**config.mk**
```make
export PLATFORM = sky130hd
export DESIGN_NAME = axil_master_flat
export DESIGN_NICKNAME = d
export VERILOG_FILES = /design/src/rtl/axil_master_if.sv /design/src/rtl/axil_master.sv /design/src/flat_wrapper.sv
export SDC_FILE = /design/constraint.sdc
export NUM_CORES = 1
export LEC_CHECK = 0
export CAP_MARGIN = 20
export CORE_UTILIZATION = 30
export DETAILED_ROUTE_END_ITERATION = 8
export PLACE_DENSITY = 0.63
export RECOVER_POWER = 100
export SETUP_SLACK_MARGIN = 0.02
export SYNTH_ARGS = -nofsm -noshare
export SYNTH_HDL_FRONTEND = slang
export SYNTH_SLANG_ARGS = --single-unit
```
**constraint.sdc**
```tcl
create_clock -name ACLK -period 4.6 [get_ports ACLK]
set_input_delay 1.38 -clock ACLK [delete_from_list [all_inputs] [get_ports ACLK]]
set_output_delay 1.38 -clock ACLK [all_outputs]
set_load 0.01 [all_outputs]
```
**src/rtl/axil_master_if.sv**
```systemverilog
// AXI4-Lite manager/subordinate signal bundle.
// Latency: none (wires only).
// Backpressure: standard AXI4-Lite valid/ready per channel.
// Ports: AW, W, B, AR, R channels; modport master drives valids/payloads and
// B/R readies, modport slave drives the opposite side.
interface axil_master_if #(
    parameter int P_ADDR_WIDTH = 8,
    parameter int P_DATA_WIDTH = 32
);
    logic                        awvalid;
    logic                        awready;
    logic [P_ADDR_WIDTH-1:0]     awaddr;
    logic [2:0]                  awprot;
    logic                        wvalid;
    logic                        wready;
    logic [P_DATA_WIDTH-1:0]     wdata;
    logic [P_DATA_WIDTH/8-1:0]   wstrb;
    logic                        bvalid;
    logic                        bready;
    logic [1:0]                  bresp;
    logic                        arvalid;
    logic                        arready;
    logic [P_ADDR_WIDTH-1:0]     araddr;
    logic [2:0]                  arprot;
    logic                        rvalid;
    logic                        rready;
    logic [P_DATA_WIDTH-1:0]     rdata;
    logic [1:0]                  rresp;

    modport master (
        output awvalid, awaddr, awprot, wvalid, wdata, wstrb, bready,
               arvalid, araddr, arprot, rready,
        input  awready, wready, bvalid, bresp, arready, rvalid, rdata, rresp
    );

    modport slave (
        input  awvalid, awaddr, awprot, wvalid, wdata, wstrb, bready,
               arvalid, araddr, arprot, rready,
        output awready, wready, bvalid, bresp, arready, rvalid, rdata, rresp
    );
endinterface

```
**src/rtl/axil_master.sv**
```systemverilog
// Converts single cmd/rsp requests into one AXI4-Lite read or write at a time.
// Latency: cmd accept N, AW/W (or AR) handshake N+1, B (or R) N+2, rsp_valid N+3.
// Backpressure: cmd_ready only in IDLE; rsp held until rsp_ready; AXI readies stall per channel.
// Ports: ACLK/ARESET (sync, active-high); cmd_* request in; rsp_* response out;
// busy = not IDLE; m = AXI4-Lite manager side (axil_master_if.master).
module axil_master #(
    parameter int P_ADDR_WIDTH = 8,
    parameter int P_DATA_WIDTH = 32
) (
    input  logic                      ACLK,
    input  logic                      ARESET,
    input  logic                      cmd_valid,
    output logic                      cmd_ready,
    input  logic                      cmd_write,
    input  logic [P_ADDR_WIDTH-1:0]   cmd_addr,
    input  logic [P_DATA_WIDTH-1:0]   cmd_wdata,
    input  logic [P_DATA_WIDTH/8-1:0] cmd_wstrb,
    input  logic [2:0]                cmd_prot,
    output logic                      rsp_valid,
    input  logic                      rsp_ready,
    output logic [P_DATA_WIDTH-1:0]   rsp_rdata,
    output logic [1:0]                rsp_resp,
    output logic                      busy,
    axil_master_if.master             m
);
    typedef enum logic [2:0] {
        S_IDLE, S_WADDR, S_WRESP, S_RADDR, S_RDATA, S_RESP
    } state_t;

    state_t                      state_q;
    logic                        cmd_ready_q;
    logic                        awvalid_q;
    logic                        wvalid_q;
    logic                        arvalid_q;
    logic                        bready_q;
    logic                        rready_q;
    logic                        rsp_valid_q;
    logic [P_ADDR_WIDTH-1:0]     addr_q;
    logic [P_DATA_WIDTH-1:0]     wdata_q;
    logic [P_DATA_WIDTH/8-1:0]   wstrb_q;
    logic [2:0]                  prot_q;
    logic [P_DATA_WIDTH-1:0]     rsp_rdata_q;
    logic [1:0]                  rsp_resp_q;

    // AW and W retire independently: each valid stays up only while its own
    // handshake has not yet happened.
    logic aw_pend_d;
    logic w_pend_d;
    assign aw_pend_d = awvalid_q & ~m.awready;
    assign w_pend_d  = wvalid_q  & ~m.wready;

    always_ff @(posedge ACLK) begin
        if (ARESET) begin
            state_q     <= S_IDLE;
            cmd_ready_q <= 1'b0;
            awvalid_q   <= 1'b0;
            wvalid_q    <= 1'b0;
            arvalid_q   <= 1'b0;
            bready_q    <= 1'b0;
            rready_q    <= 1'b0;
            rsp_valid_q <= 1'b0;
            addr_q      <= '0;
            wdata_q     <= '0;
            wstrb_q     <= '0;
            prot_q      <= '0;
            rsp_rdata_q <= '0;
            rsp_resp_q  <= '0;
        end else begin
            case (state_q)
                S_IDLE: begin
                    cmd_ready_q <= 1'b1;
                    if (cmd_valid && cmd_ready_q) begin
                        cmd_ready_q <= 1'b0;
                        addr_q      <= cmd_addr;
                        wdata_q     <= cmd_wdata;
                        wstrb_q     <= cmd_wstrb;
                        prot_q      <= cmd_prot;
                        if (cmd_write) begin
                            awvalid_q <= 1'b1;
                            wvalid_q  <= 1'b1;
                            state_q   <= S_WADDR;
                        end else begin
                            arvalid_q <= 1'b1;
                            state_q   <= S_RADDR;
                        end
                    end
                end
                S_WADDR: begin
                    awvalid_q <= aw_pend_d;
                    wvalid_q  <= w_pend_d;
                    if (!aw_pend_d && !w_pend_d) begin
                        bready_q <= 1'b1;
                        state_q  <= S_WRESP;
                    end
                end
                S_WRESP: begin
                    if (m.bvalid) begin
                        bready_q    <= 1'b0;
                        rsp_resp_q  <= m.bresp;
                        rsp_rdata_q <= '0;
                        rsp_valid_q <= 1'b1;
                        state_q     <= S_RESP;
                    end
                end
                S_RADDR: begin
                    if (m.arready) begin
                        arvalid_q <= 1'b0;
                        rready_q  <= 1'b1;
                        state_q   <= S_RDATA;
                    end
                end
                S_RDATA: begin
                    if (m.rvalid) begin
                        rready_q    <= 1'b0;
                        rsp_resp_q  <= m.rresp;
                        rsp_rdata_q <= m.rdata;
                        rsp_valid_q <= 1'b1;
                        state_q     <= S_RESP;
                    end
                end
                S_RESP: begin
                    if (rsp_ready) begin
                        rsp_valid_q <= 1'b0;
                        cmd_ready_q <= 1'b1;
                        state_q     <= S_IDLE;
                    end
                end
                default: begin
                    cmd_ready_q <= 1'b0;
                    state_q     <= S_IDLE;
                end
            endcase
        end
    end

    assign cmd_ready = cmd_ready_q;
    assign rsp_valid = rsp_valid_q;
    assign rsp_rdata = rsp_rdata_q;
    assign rsp_resp  = rsp_resp_q;
    assign busy      = (state_q != S_IDLE);

    // One shared address/prot register serves both AW and AR; only the
    // channel matching the command direction is ever validated.
    assign m.awvalid = awvalid_q;
    assign m.awaddr  = addr_q;
    assign m.awprot  = prot_q;
    assign m.wvalid  = wvalid_q;
    assign m.wdata   = wdata_q;
    assign m.wstrb   = wstrb_q;
    assign m.bready  = bready_q;
    assign m.arvalid = arvalid_q;
    assign m.araddr  = addr_q;
    assign m.arprot  = prot_q;
    assign m.rready  = rready_q;
endmodule

```
**src/flat_wrapper.sv**
```systemverilog
// flat-port wrapper written by rule: the top's interface ports become plain ports
module axil_master_flat 
#(
    parameter int P_ADDR_WIDTH = 8,
    parameter int P_DATA_WIDTH = 32
)
  (ACLK, ARESET, cmd_valid, cmd_ready, cmd_write, cmd_addr, cmd_wdata, cmd_wstrb, cmd_prot, rsp_valid, rsp_ready, rsp_rdata, rsp_resp, busy, m_awvalid, m_awaddr, m_awprot, m_wvalid, m_wdata, m_wstrb, m_bready, m_arvalid, m_araddr, m_arprot, m_rready, m_awready, m_wready, m_bvalid, m_bresp, m_arready, m_rvalid, m_rdata, m_rresp);
  axil_master_if #(.P_ADDR_WIDTH(P_ADDR_WIDTH), .P_DATA_WIDTH(P_DATA_WIDTH)) m_i ();
  input  logic ACLK;
  input  logic ARESET;
  input  logic cmd_valid;
  output logic cmd_ready;
  input  logic cmd_write;
  input  logic [P_ADDR_WIDTH-1:0] cmd_addr;
  input  logic [P_DATA_WIDTH-1:0] cmd_wdata;
  input  logic [P_DATA_WIDTH/8-1:0] cmd_wstrb;
  input  logic [2:0] cmd_prot;
  output logic rsp_valid;
  input  logic rsp_ready;
  output logic [P_DATA_WIDTH-1:0] rsp_rdata;
  output logic [1:0] rsp_resp;
  output logic busy;
  output wire logic [$bits(m_i.awvalid)-1:0] m_awvalid;
  output wire logic [$bits(m_i.awaddr)-1:0] m_awaddr;
  output wire logic [$bits(m_i.awprot)-1:0] m_awprot;
  output wire logic [$bits(m_i.wvalid)-1:0] m_wvalid;
  output wire logic [$bits(m_i.wdata)-1:0] m_wdata;
  output wire logic [$bits(m_i.wstrb)-1:0] m_wstrb;
  output wire logic [$bits(m_i.bready)-1:0] m_bready;
  output wire logic [$bits(m_i.arvalid)-1:0] m_arvalid;
  output wire logic [$bits(m_i.araddr)-1:0] m_araddr;
  output wire logic [$bits(m_i.arprot)-1:0] m_arprot;
  output wire logic [$bits(m_i.rready)-1:0] m_rready;
  input wire logic [$bits(m_i.awready)-1:0] m_awready;
  input wire logic [$bits(m_i.wready)-1:0] m_wready;
  input wire logic [$bits(m_i.bvalid)-1:0] m_bvalid;
  input wire logic [$bits(m_i.bresp)-1:0] m_bresp;
  input wire logic [$bits(m_i.arready)-1:0] m_arready;
  input wire logic [$bits(m_i.rvalid)-1:0] m_rvalid;
  input wire logic [$bits(m_i.rdata)-1:0] m_rdata;
  input wire logic [$bits(m_i.rresp)-1:0] m_rresp;
  assign m_awvalid = m_i.awvalid;
  assign m_awaddr = m_i.awaddr;
  assign m_awprot = m_i.awprot;
  assign m_wvalid = m_i.wvalid;
  assign m_wdata = m_i.wdata;
  assign m_wstrb = m_i.wstrb;
  assign m_bready = m_i.bready;
  assign m_arvalid = m_i.arvalid;
  assign m_araddr = m_i.araddr;
  assign m_arprot = m_i.arprot;
  assign m_rready = m_i.rready;
  assign m_i.awready = m_awready;
  assign m_i.wready = m_wready;
  assign m_i.bvalid = m_bvalid;
  assign m_i.bresp = m_bresp;
  assign m_i.arready = m_arready;
  assign m_i.rvalid = m_rvalid;
  assign m_i.rdata = m_rdata;
  assign m_i.rresp = m_rresp;
  axil_master #(.P_ADDR_WIDTH(P_ADDR_WIDTH), .P_DATA_WIDTH(P_DATA_WIDTH)) u_core (.ACLK(ACLK), .ARESET(ARESET), .cmd_valid(cmd_valid), .cmd_ready(cmd_ready), .cmd_write(cmd_write), .cmd_addr(cmd_addr), .cmd_wdata(cmd_wdata), .cmd_wstrb(cmd_wstrb), .cmd_prot(cmd_prot), .rsp_valid(rsp_valid), .rsp_ready(rsp_ready), .rsp_rdata(rsp_rdata), .rsp_resp(rsp_resp), .busy(busy), .m(m_i));
endmodule
```
==> results.md <==
- Design Area, Final: 5780 um2
- Total I/O pin count: 193
- Tot GR Track Use: 15.9%
- Failing checks: design-rule violations, max-capacitance violations, max-slew violations
- Synthesized instance count: 402
- Row count: 39
- Met3 wire len: 1130 um
- ANT nets after route: 0
- Clk Latency, worst-skew pair: 0.33 ns
- Post-Route WL: 9950 um
- Yosys cell types: 40
- Die footprint: 12400 um2
- # DRC: 19
- Mapped Area: 3590 um2
- Relative slew slack: -52.2%
- Main combinational cell family by area after synthesis: compound AO/OA/AOI/OAI gates
- Hold_buf cts: 0
- DR pass1 iterations: 8
- Arr. time, crit path: 3.63 ns
- Outcome: finished, violations left
- Met2 wire length: 4610 um
- Vias/cell: 4.73
- Adder-Cell Fraction of Synth Area: 0%
- Most frequent cell after synthesis: nand2_1
- Met1 wire length: 4130 um
- Reg clk slew, reported paths: 0.06 ns
- Post-synthesis compound-gate area fraction: 21.4%
- Yosys reg bits: 91
- Post-CTS Setup Bufs: 0
- Max Clock Skew: 0.00480 ns
- Post-CTS Resized: 0
- Post-synth top flop: dfxtp_1
- Die H: 111 um
- Post-Syn Area per Cell: 8.94 um2
- Synth cell count leaders: 99 x nand2_1, 91 x dfxtp_1, 51 x a21oi_1
- Worst Setup Path Type: input port to flop
- Count of final max-slew check failures: 52
- Peak supply drop: 0.000204 V
- Max layer used: met4
- First-pass GRT wire length: 16100 um
- CP max-delay cell: clkbuf_1
- Worst R2R Start: u_core.state_q[0]$_SDFFE_PP0P_
- Final design utilization: 50.0%
- Hold Crit Start: u_core.m.wdata[0]$_SDFFE_PP0P_
- Diodes inserted: 0
- Worst path required time: 4.81 ns
- Dpl cells: 701
- Final Critical Period: 3.42 ns
- CP endpoint kind: flop
- CTS tree: done
- RSZ-0062 raised after global routing: no
- Clock sinks: 91
- Core area: 11600 um2
- Multi-input gate area: 1520 um2
- Pwr dens: 441 nW/um2
- Area grow syn2layout: 60.9%
- Largest area contributor in the netlist: dfxtp_1
- Pin count of the biggest net entering global routing: 53
- Hold crit path type: flop to flop
- RR Endpoint: u_core.m.wdata[7]$_SDFFE_PP0P_
- CP Max Fanout: 52
- Post-Synth XOR/XNOR Area: 0.244%
- Fmax: 293 MHz
- Lkg Pwr: 2.29 nW
- Hold EP: u_core.m.wdata[0]$_SDFFE_PP0P_
- Setup_tns: 0 ns
- Initial DRC Count: 211
- Ys async rst share: 0%
- Die width: 111 um
- FF-to-FF path depth: 5
- Multiplexer share of the synthesized area: 0.870%
- Fin cells: 716
- Dpl cell area: 5500 um2
- Avg WL per Cell: 13.9 um
- Fin Hold WS: 0.449 ns
- Layout cell share with drive strength beyond 1: 9.08%
- Vias in the first global route: 3318
- Clock Tree Root: clkbuf_16
- Syn_nets: 495
- Worst-case clock buffer depth: 2
- PortBufs: 192
- Seq/Total Area, Yosys: 50.7%
- Setup violations, final: 0
- DR vias: 3385
- Syn. warnings: 0
- Max Cap Violations: 1
- Initial antenna violation count: 0
- Fin. Hold Viols: 0
- Initial Utilization: 31.1%
- Reg2Reg Setup Slack: 2.35 ns
- Stages on worst setup path: 3
- Placer Congestion: 0.779
- Crit-path cells: clkbuf_1 -> a2111oi_0 -> mux2_1
- Cts bufs inserted: 9
- Simple-gate share of the synthesized area: 19.7%
- Worst path top cell family by delay: buffers and inverters
- H-tree levels: 3
- HPWL after DPL: 7020 um
- Fin nets: 662
- Largest stage delay, worst path: 1.59 ns
- Fill count: 1087
- WP buf/inv: 1
- Slew @ Worst Pin: 2.28 ns
- Hold path depth: 2
- Post-synth EDFFs: 0
- Synth area leaders: dfxtp_1 51%, a22oi_2 10%, nand2_1 10%, a21oi_1 7.1%, nor2_1 4.0%
- Sequential cell area: 1820 um2
- Area share of the largest cell type after synthesis: 50.7%
- Grt total ovfl: 0
- Period utilization: 74.3%
- Worst Setup Start Kind: input port
cells in the final DEF (no fill, tap or decap), types with 3 or more instances in the layout:
| cell | Yosys | layout |
|---|---|---|
| dlygate4sd3_1 | 0 | 101 |
| nand2_1 | 99 | 99 |
| dfxtp_1 | 91 | 91 |
| clkdlybuf4s50_1 | 0 | 90 |
| a21oi_1 | 51 | 51 |
| nor2_1 | 38 | 37 |
| a22oi_2 | 30 | 30 |
| clkbuf_16 | 0 | 9 |
| nor2b_1 | 4 | 4 |
| nor3_1 | 4 | 4 |
| buf_4 | 12 | 4 |
| a31oi_1 | 3 | 3 |
| inv_1 | 3 | 3 |
| o21ai_0 | 3 | 3 |
| nand2b_1 | 3 | 3 |
| a211oi_1 | 3 | 3 |
registers in the layout, summed over array words and instances, names as in the netlist, 2 cells and up:
register          cells
u_core.m.wstrb        4
u_core.rsp_resp       2
u_core.m.wdata       32
u_core.m.arprot       3
u_core.rsp_rdata     32
u_core.m.araddr       8
u_core.state_q        3
kinds of logic after synthesis:
logic type / count (synthesis)
simple gates: 163
compound gates: 100
xor+xnor: 1
buf+inv: 44
flops: 91
mux: 3
through the flow:
step	power (mW)	worst slack (ns)
global placement	1.90	1.38
detailed placement	1.92	1.38
global route	2.70	0.911
floorplan	1.53	2.11
finish	2.55	1.18
CTS	2.64	1.34
where the power goes:
group	internal (mW)	total (mW)	switching [mW]
clock	0.416	0.707	0.291
sequential	0.908	1.00	0.0913
combinational	0.414	0.842	0.429
cell type report:
class	count	share of cell area, %
Clock buffer	10	3.96
Clock inverter	5	0.952
Inverter	3	0.195
Multi-Input combinational cell	267	26.3
Sequential cell	91	31.5
Tap cell	143	3.09
Timing Repair Buffer	197	34.0
metal layers:
metal	track usage, %	up-vias
met5	0	-
li1	-	1685
met2	25.9	154
met3	5.55	8
met4	5.41	0
met1	19.5	1538
worst reg2reg max path: cells and delay by family, from the launching register on:
family	cells	cell delay, ns
AOI/OAI and AO/OA	1	0.12
buffers and inverters	1	0.36
DFF	1	0.48
and+or+nand+nor	3	1.20
how the worst max path moves through the flow:
stage	slack, ns	endpoint	startpoint
2_1_floorplan	2.11	u_core.rsp_rdata[0]$_SDFFE_PP0P_	m_bvalid
3_3_place_gp	1.38	u_core.m.wdata[4]$_SDFFE_PP0P_	cmd_valid
3_5_place_dp	1.38	u_core.m.wdata[8]$_SDFFE_PP0P_	cmd_valid
4_1_cts	1.34	busy	u_core.state_q[0]$_SDFFE_PP0P_
5_1_grt	0.91	u_core.state_q[1]$_SDFFE_PP0P_	ARESET
6_report	1.18	u_core.state_q[1]$_SDFFE_PP0P_	ARESET
Note: power is estimated with default switching activity, not from simulation.
